==> src/rtl/dift_trap_ctrl.sv <==
// DIFT trap controller: turns tag-check trap pulses into a held exception request
// (req/ack), keeps sticky cause/PC/overflow status, optional counters via DIFT_TRAP_COUNTERS_EN.
module dift_trap_ctrl #(
  parameter int PC_WIDTH   = 32,
  parameter int TYPE_WIDTH = 3,
  parameter int NUM_TYPES  = 5,
  parameter int CNT_WIDTH  = 16
) (
  input  logic                  clk,
  input  logic                  rst_n,
  input  logic                  trap_i,
  input  logic [TYPE_WIDTH-1:0] trap_type_i,
  input  logic [PC_WIDTH-1:0]   pc_i,
  input  logic                  flush_i,
  output logic                  exc_req_o,
  input  logic                  exc_ack_i,
  input  logic                  handler_done_i,
  output logic [TYPE_WIDTH-1:0] exc_type_o,
  output logic [PC_WIDTH-1:0]   exc_pc_o,
  output logic                  overflow_o,
  output logic                  busy_o,
  input  logic                  csr_clear_i,
  input  logic [TYPE_WIDTH-1:0] cnt_sel_i,
  output logic [CNT_WIDTH-1:0]  cnt_o
);

  // Handshake: exc_req_o stays high from the cycle after capture until the cycle
  // exc_ack_i is sampled high; it drops on the following cycle.
  typedef enum logic [1:0] {
    IDLE = 2'd0,
    REQ  = 2'd1,
    SERV = 2'd2
  } state_t;

  state_t                state_q, state_d;
  logic [TYPE_WIDTH-1:0] type_q, type_d;
  logic [PC_WIDTH-1:0]   pc_q, pc_d;
  logic                  ovf_q, ovf_d;
  logic                  trap_acc;

  assign trap_acc = trap_i & ~flush_i;

  always_comb begin
    state_d = state_q;
    type_d  = type_q;
    pc_d    = pc_q;
    case (state_q)
      IDLE: begin
        if (trap_acc) begin
          type_d  = trap_type_i;
          pc_d    = pc_i;
          state_d = REQ;
        end
      end
      REQ: begin
        if (exc_ack_i) state_d = SERV;
      end
      SERV: begin
        if (handler_done_i) state_d = IDLE;
      end
      default: state_d = IDLE;
    endcase
  end

  // Any accepted trap outside IDLE is lost; setting beats a same-cycle clear.
  always_comb begin
    ovf_d = ovf_q;
    if (trap_acc && (state_q != IDLE)) ovf_d = 1'b1;
    else if (csr_clear_i)              ovf_d = 1'b0;
  end

  always_ff @(posedge clk or negedge rst_n) begin
    if (!rst_n) begin
      state_q <= IDLE;
      type_q  <= '0;
      pc_q    <= '0;
      ovf_q   <= 1'b0;
    end else begin
      state_q <= state_d;
      type_q  <= type_d;
      pc_q    <= pc_d;
      ovf_q   <= ovf_d;
    end
  end

  assign exc_req_o  = (state_q == REQ);
  assign busy_o     = (state_q != IDLE);
  assign exc_type_o = type_q;
  assign exc_pc_o   = pc_q;
  assign overflow_o = ovf_q;

`ifdef DIFT_TRAP_COUNTERS_EN
  logic [CNT_WIDTH-1:0] cnt_q [NUM_TYPES];
  logic [CNT_WIDTH-1:0] cnt_d [NUM_TYPES];

  // Saturating per-type counters; a clear beats a same-cycle increment.
  always_comb begin
    for (int i = 0; i < NUM_TYPES; i++) begin
      cnt_d[i] = cnt_q[i];
      if (csr_clear_i) begin
        cnt_d[i] = '0;
      end else if (trap_acc && (trap_type_i == TYPE_WIDTH'(i)) && (cnt_q[i] != '1)) begin
        cnt_d[i] = cnt_q[i] + CNT_WIDTH'(1);
      end
    end
  end

  always_ff @(posedge clk or negedge rst_n) begin
    if (!rst_n) begin
      for (int i = 0; i < NUM_TYPES; i++) cnt_q[i] <= '0;
    end else begin
      for (int i = 0; i < NUM_TYPES; i++) cnt_q[i] <= cnt_d[i];
    end
  end

  always_comb begin
    cnt_o = '0;
    for (int i = 0; i < NUM_TYPES; i++) begin
      if (cnt_sel_i == TYPE_WIDTH'(i)) cnt_o = cnt_q[i];
    end
  end
`else
  logic unused_cnt_sel;
  assign unused_cnt_sel = ^cnt_sel_i;
  assign cnt_o          = '0;
`endif

endmodule

==> config.mk <==
export PLATFORM = sky130hd
export DESIGN_NAME = dift_trap_ctrl
export DESIGN_NICKNAME = d
export VERILOG_FILES = /design/src/rtl/dift_trap_ctrl.sv
export SDC_FILE = /design/constraint.sdc
export NUM_CORES = 1
export LEC_CHECK = 0
export ABC_AREA = 0
export BUFFER_PORTS_ARGS = -buffer_cell sky130_fd_sc_hd__buf_2
export CAP_MARGIN = 20
export CELL_PAD_IN_SITES_DETAIL_PLACEMENT = 1
export CELL_PAD_IN_SITES_GLOBAL_PLACEMENT = 1
export CORE_AREA = 8 8 82 84
export CTS_BUF_LIST = sky130_fd_sc_hd__clkbuf_8
export DETAILED_ROUTE_END_ITERATION = 7
export DIE_AREA = 0 0 90 92
export PLACE_DENSITY_LB_ADDON = 0.1
export SLEW_MARGIN = 20
export SYNTH_ARGS = -nofsm -noshare
export SYNTH_HDL_FRONTEND = slang
export SYNTH_SLANG_ARGS = --single-unit
export TNS_END_PERCENT = 5
==> constraint.sdc <==
create_clock -name clk -period 1.7 [get_ports clk]
set_input_delay 0.085 -clock clk [delete_from_list [all_inputs] [get_ports clk]]
set_output_delay 0.085 -clock clk [all_outputs]
set_load 0.01 [all_outputs]
-- Yosys cells after proc, flatten, opt, wreduce, memory -nomap -nowiden
Cells that the tools add are included.
- equal/unequal tests: 5
- multiplexer cells: 6
- bitwise logic cells: 2
- reductions and logical operators: 6
- operator list (operator ; number):
    two-way mux 2 bit ; 3
    one-hot mux 2 bit (3 select lines) ; 1
    inequality test 2 bit (second input constant) ; 2
    nonzero test 2 bit ; 2
    AND reduction 3 bit ; 1
    equality test 2 x 1 -> 1 bit (second input constant) ; 1
    equality test 2 bit (second input constant) ; 1
    zero test 2 bit ; 1
    two-way mux 1 bit ; 2
    inequality test 2 x 1 -> 1 bit (second input constant) ; 1
    AND reduction 2 bit ; 1
    bitwise AND 1 bit ; 1
    logical AND 1 bit ; 1
    NOT 1 bit ; 1
- bits in registers: 38
- bits of input ports: 45
- output and inout bits: 54
- logic and storage cells: 23

-- Longest topological paths before layout
Gate-level depths: netlist (run 1).
- depth in word-level cells: 4
- mapped depth: 3
- gate-level depth less buffers: 2

-- Least setup slack after synthesis (run 1)
Ideal clock, no wire load.
- path type: reg2reg
- start: reg state_q[0]
- end: reg pc_q[25] (netlist: exc_pc_o[25])
- setup time: 0.125 ns
- arrival: 1.465 ns
- required time: 1.575 ns
- setup slack: 0.111 ns
- stages on the path, launching flop included: 4
- path buffers: 1
- period minus slack after synthesis: 1.589 ns
- path through: dfrtp_1 > nor4b_4 > buf_6 > mux2_2
- longest elaborated chain between the ends: 2
- ends and longest elaborated chain (what ; line ; RTL):
    from (decl) ; 35 ; state_t state_q, state_d;
    from (signal assigned) ; 79 ; state_q <= state_d;
    zero test 2 bit ; 47 ; case (state_q)
    AND reduction 2 bit (no line) ; - ;
    to (signal assigned) ; 81 ; pc_q <= pc_d;
    to (decl) ; 37 ; logic [PC_WIDTH-1:0] pc_q, pc_d;
No other way between the ends.
A chain may end at the register's enable or synchronous reset.

-- Final worst setup path (run 1)
- start: reg state_q[0]
- end: reg pc_q[8] (netlist: exc_pc_o[8])
The elaborated chain is that of the path after synthesis.

==> metrics.md, run 1 <==
| Metric | Value |
|---|---|
| Vias | ~1.1k |
| Max Cap Violations | 0 |
| CTS Hold Bufs | 1 |
| Die outline width | ~90 um |
| Crit path launch type | register |
| GR Overflow Total | 0 |
| Register area share after synthesis | 59.7% |
| Layout area overhead | 32.9% |
| Most frequent cells in the layout | 79 x buf_2, 38 x dfrtp_1, 33 x mux2_2 |
| I/O Buffers | ~80 |
| Largest net degree at the start of global routing | 39 |
| Req. time, crit path | roughly 1.9 ns |
| GP Congestion | about 0.69 |
| Setup-failing EPs final | 0 |
| Final period utilization | roughly nine tenths |
| CP max FO | 19 |
| Yosys top cell area share | about three fifths |
| H-tree depth | 2 |
| Die Ht | 92 um |
| First-pass GRT wire length | roughly 6700 um |
| Post-synth cell types | 16 |
| Synth top area cells | dfrtp_1 60%, mux2_2 23%, buf_4 7.5%, buf_6 2.1%, nor4b_4 1.5% |
| Mapped Area | around 1600 um^2 |
| Max Transition Viols Final | 0 |
| Hold crit path type | primary input to register |
| CTS tree | yes |
| P_leak | roughly 1.1 nW |
| CTS max path bufs | 2 |
| Post-route ant nets | 0 |
| CTS Buf Count | 5 |
| Vias/cell | between 4 and 5 |
| Final WL | slightly below 4000 um |
| Unrepaired setup endpoints after global routing | false |
| PostCTS Resize Cnt | 0 |
| Pwr Density | 1400 nW/um^2 |
| DR WL/cell | around 15 um |
| Core Rows | 27 |
| Drt pass-1 iters | 2 |
| Finished Cell Area | about 2100 um^2 |
| Final setup TNS | 0 ns |
| Fin. Hold Viols | 0 |
| Mean post-synth cell area | about 15 um^2 |
| Clk_lat worst skew | approximately 0.28 ns |
| DR iter-0 viols | 6 |
| Root Buffer | clkbuf_8 |
| Crit path kind | register to register |
| ANT cells | 0 |
| Initial core utilization | between 20% and 30% |
| Residual DRC | 0 |
| Fmax | between 0.6 and 0.7 GHz |
| Final min period | about 1.5 ns |
| Vias in the first global route | about 1.3k |
| Area of placed instances | 2010 um^2 |
| CP max-delay cell | dfrtp_1 |
| CP Cell Sequence | nor4b_4, buf_4, mux2_2 |
| Worst R2R Setup Slack | about 0.15 ns |
| Dominant cell type by area after synthesis | dfrtp_1 |
| Setup Fix Bufs, Post-CTS | 0 |
| Yosys reg bits | 38 |
| Fill cell count | between 600 and 700 |
| Post-Route Skew | roughly 0.0021 ns |
| Clock slew at reported path FFs | about 0.070 ns |
| Commonest non-fill, non-tap cell in the layout | buf_2 |
| Share of cells above drive strength 1 | between 60% and 70% |
| Total GRT Usage | 9.89% |
| Total Die Area | ~8300 um^2 |
| CP endpoint kind | register |
| Nets | ~240 |
| Peak VDD IR | approximately 0.00058 V |
| Outcome | finished clean |
| Worst EP arrival | about 1.7 ns |
| DPL Wire Length | about 3300 um |
| TritonCTS Sinks | 38 |
| Synth warnings | 0 |
| IO Pins | between 90 and 100 |
| Core area | about 5400 um^2 |
| CP peak stage delay | 0.45 ns |
| Synthesized instance count | between 100 and 150 |
| Initial antenna violation count | 0 |
## metrics by stage
stage / instances / total power, mW / util [%] / setup WS [ns] / hold slack (ns)
floorplan: 119 / 1.93 / - / 0.111 / -0.211
global placement: 254 / 2.35 / 37.3 / 0.157 / 0.0666
detailed placement: 254 / 2.40 / 37.3 / 0.134 / 0.0710
CTS: 263 / 3.03 / 39.1 / 0.122 / 0.0149
global route: 263 / 3.19 / 39.1 / 0.0712 / 0.0101
finish: 263 / 2.96 / 39.1 / 0.151 / 0.0214
## area by class of cell
| type | instances | area, um^2 | share of cell area (%) |
|---|---|---|---|
| clock buffer | 6 | 82.6 | 3.90 |
| clock inverter | 2 | 8.76 | 0.414 |
| inverter | 2 | 7.51 | 0.355 |
| multi-input combinational | 60 | 536 | 25.3 |
| sequential | 38 | 951 | 44.9 |
| tap | 72 | 90.1 | 4.26 |
| timing repair buffer | 83 | 440 | 20.8 |
## flip-flops by register name, indices dropped and copies added, names as in the netlist
register and flops:
exc_pc_o 32, exc_type_o 3, state_q 2, overflow_o 1
## synth_stat cells
library cell  instances
nor3b_1               1
nand2b_1              1
buf_6                 3
a21oi_1               1
nor2b_1               1
mux2_2               33
or2_2                 1
nor4b_4               1
buf_4                16
dfrtp_1              38
or3b_2                1
mux2_1                2
a32o_1                1
conb_1                1
a21o_1                1
inv_1                 2
## report_power, final
| group | leakage (nW) | switching, mW | internal [mW] |
|---|---|---|---|
| clock network | 0.0524 | 0.291 | 0.321 |
| registers | 0.449 | 0.160 | 1.21 |
| logic | 0.566 | 0.465 | 0.510 |
| total | 1.07 | 0.916 | 2.04 |
## per-layer routing
| metal | share of wire, % | vias to the layer above | GRT usage (%) |
|---|---|---|---|
| met2 | 53 | 61 | 18.0 |
| met5 | 0 | - | 0 |
| li1 | - | 496 | - |
| met1 | 36 | 538 | 9.67 |
| met4 | 0.38 | 0 | 2.08 |
| met3 | 10 | 2 | 5.38 |
## kinds of logic (layout without fill, tap and decap cells)
group,count (synthesis),count (layout),synth area share (%)
compound gates,3,3,1.41
buf+inv,21,93,10.1
flops,38,38,59.7
mux,35,35,24.8
other cells,1,16,0.236
simple gates,6,6,3.70
## worst paths after layout
check                           cells past startpoint             to          from
worst max register to register                      3    exc_pc_o[8]    state_q[0]
max in group asynchronous                           3  exc_type_o[0]         rst_n
worst min-delay path                                2     state_q[1]     exc_ack_i
min in group asynchronous                           3    exc_pc_o[1]         rst_n
worst max-delay path                                3    exc_pc_o[8]    state_q[0]
worst min register to register                      1   exc_pc_o[28]  exc_pc_o[28]
## critical path: cells and delay by family, from the launching register on
kind	cells	cell delay (ns)
buf+inv	1	0.30
flops	1	0.45
mux	1	0.37
simple gates	1	0.32
Power figures use the tool's default switching activity.
==> inputs of run 2 (changes only) <==
Settings changed: CORE_AREA 8 8 82 84 to 8 8 65 108, DIE_AREA 0 0 90 92 to 0 0 73 116.
==> run 2 against run 1 <==
Against the previous run: via count is 0.73% lower; core utilization shrank 1.2 points; maximum frequency decreased by 0.68%; worst hold slack better by 0.0028 ns; non-clock buffer count decreased by 1; count of clock-buffer cells in the layout did not move; routed wire length is 1.2% higher; critical endpoint is now exc_pc_o[4]; sequential share of layout area up 0.32 points; critical path depth is the same; first-iteration DRC count decreased by 67%; cell count increased by 1.1%; power fell by 0.34%.
==> metrics.md, run 2 (same netlist as run 1, synthesis figures left out) <==
| Metric | Value |
|---|---|
| Outcome | finished clean |
| Peak VDD IR | approximately 0.00056 V |
| Hold crit path type | primary input to register |
| Initial antenna violation count | 0 |
| Drt pass-1 iters | 2 |
| H-tree depth | 2 |
| First-pass GRT wire length | around 6300 um |
| Commonest non-fill, non-tap cell in the layout | buf_2 |
| Psw | 0.911 mW |
| Critical path buffers and inverters | 1 |
| I/O Buffers | 79 |
| Crit path from | state_q[0] |
| FF-to-FF End | exc_pc_o[4] |
| Core area | ~5500 um^2 |
| Max Cap Violations | 0 |
| Reg power frac | ~46% |
| CP endpoint kind | register |
| Residual DRC | 0 |
| Met1 usage | a little over 8% |
| CP peak stage delay | between 0.4 and 0.5 ns |
| DPL Wire Length | ~3300 um |
| Most frequent cells in the layout | 79 x buf_2, 38 x dfrtp_1, 33 x mux2_2 |
| Final setup TNS | 0 ns |
| Max reg flops | 32 |
| TritonCTS Sinks | 38 |
| Final WL | around 4000 um |
| Fin. Hold Viols | 0 |
| Worst path top cell family by delay | flip-flops |
| Finished Cell Area | approximately 2100 um^2 |
| Final period utilization | about 92% |
| Final std cells w/o fill | 266 |
| CTS tree | yes |
| Clock slew at reported path FFs | about 0.070 ns |
| Comb power frac | 32.6% |
| Worst EP arrival | between 1.5 and 2 ns |
| GP Congestion | about 0.68 |
| Clock power frac | approximately a fifth |
| Placed insts | around 260 |
| Setup Fix Bufs, Post-CTS | 0 |
| Unrepaired setup endpoints after global routing | false |
| CP Cell Sequence | nor4b_4, buf_4, mux2_2 |
| Pwr Density | between 1000 and 1500 nW/um^2 |
| P_leak | 1.06 nW |
| CP max FO | 18 |
| PostCTS Resize Cnt | 0 |
| Reg2reg path depth | 3 |
| IO Pins | around 100 |
| GR Overflow Total | 0 |
| Worst slew pin tran | between 0.8 and 0.9 ns |
| Total GRT Usage | around a tenth |
| Crit path launch type | register |
| Clk_lat worst skew | around 0.28 ns |
| Die Ht | around 120 um |
| Vias in the first global route | between 1k and 1.5k |
| M2 GR Usage | a little under a fifth |
| Vias/cell | just over 4 |
| Setup-failing EPs final | 0 |
| DR WL/cell | roughly 15 um |
| Slew headroom | approximately 43% |
| Initial core utilization | between 20% and 30% |
| Vias | 1089 |
| Post-route ant nets | 0 |
| Max Transition Viols Final | 0 |
| P_int | a little over 2 mW |
| DR iter-0 viols | 2 |
| Crit path kind | register to register |
| Req. time, crit path | approximately 1.9 ns |
| Die outline width | 73 um |
| Layout area overhead | 32.0% |
| Final min period | roughly 1.6 ns |
| GRT busiest layer | met2 |
| Worst R2R Setup Slack | between 0.1 and 0.15 ns |
| Post-Route Skew | ~0.0023 ns |
| Share of cells above drive strength 1 | 65.3% |
| CTS max path bufs | 2 |
| Fmax | approximately 0.64 GHz |
| Sw Share | a little under a third |
| Nets | around 230 |
| Area of placed instances | 2000 um^2 |
| Total Die Area | about 8500 um^2 |
| CP max-delay cell | dfrtp_1 |
| Worst path depth | 3 |
| Met3 usage | under 10% |
| Reg-to-Reg Start | state_q[0] |
| Crit path to | exc_pc_o[4] |
| ANT cells | 0 |
| Root Buffer | clkbuf_8 |
| Core Rows | 36 |
| Largest net degree at the start of global routing | 39 |
| CTS Buf Count | 5 |
==> run 2: cell count changes in the layout (fill, tap and decap cells not counted) <==
cell,delta
buf_12,-1
==> run 2: cell type report <==
type                    instances  area, um^2
clock buffers                   6        82.6
clock inverters                 2        8.76
fillers                       634        3440
inverters                       2        7.51
multi-input cells              60         536
flip-flops and latches         38         951
well taps                      76        95.1
repair buffers                 82         420
==> run 2: per-layer routing <==
layer,share of wire (%),wire [um],vias to the layer above
met5,0,0,-
met4,1.6,63,0
met3,11,444,5
met2,58,2330,57
met1,29,1180,535
li1,-,-,492
==> run 2: what timing repair did <==
item,in CTS,in global routing
endpoints found under the setup margin,0,0
hold buffers,1,0
hold endpoints to repair,38,0
==> run 2: through the flow <==
| stage | power [mW] | hold WS, ns | worst slack, ns | utilization, % |
|---|---|---|---|---|
| after floorplan | 1.93 | -0.211 | 0.111 | - |
| after global placement | 2.34 | 0.236 | 0.161 | 36.1 |
| after detailed placement | 2.39 | 0.256 | 0.132 | 36.1 |
| after CTS | 3.03 | 0.0137 | 0.0984 | 37.9 |
| after global routing | 3.16 | 0.0136 | 0.0313 | 37.9 |
| final | 2.95 | 0.0242 | 0.141 | 37.9 |
==> run 2: worst register-to-register path, stage by stage (launching register included) <==
cell     delay, ns
dfrtp_1       0.46
nor4b_4       0.32
buf_4         0.30
mux2_2        0.37
==> run 2: how the worst min path moves through the flow <==
stage	startpoint	endpoint	slack [ns]	cells past startpoint
after CTS	exc_ack_i	state_q[1]	0.01	2
after detailed placement	rst_n	exc_pc_o[8]	0.26	1
final	exc_ack_i	state_q[1]	0.02	2
after global routing	pc_i[17]	exc_pc_o[17]	0.01	2
after global placement	rst_n	exc_pc_o[4]	0.24	1
after floorplan	rst_n	exc_pc_o[0]	-0.21	0
==> run 2: power by group through the flow <==
stage               Combinational (mW)  Sequential (mW)  Clock, mW
detailed placement               0.994             1.39          0
global placement                 0.976             1.37          0
global route                      1.06             1.42      0.685
CTS                              0.996             1.38      0.659
finish                           0.963             1.37      0.619
floorplan                        0.399             1.53          0
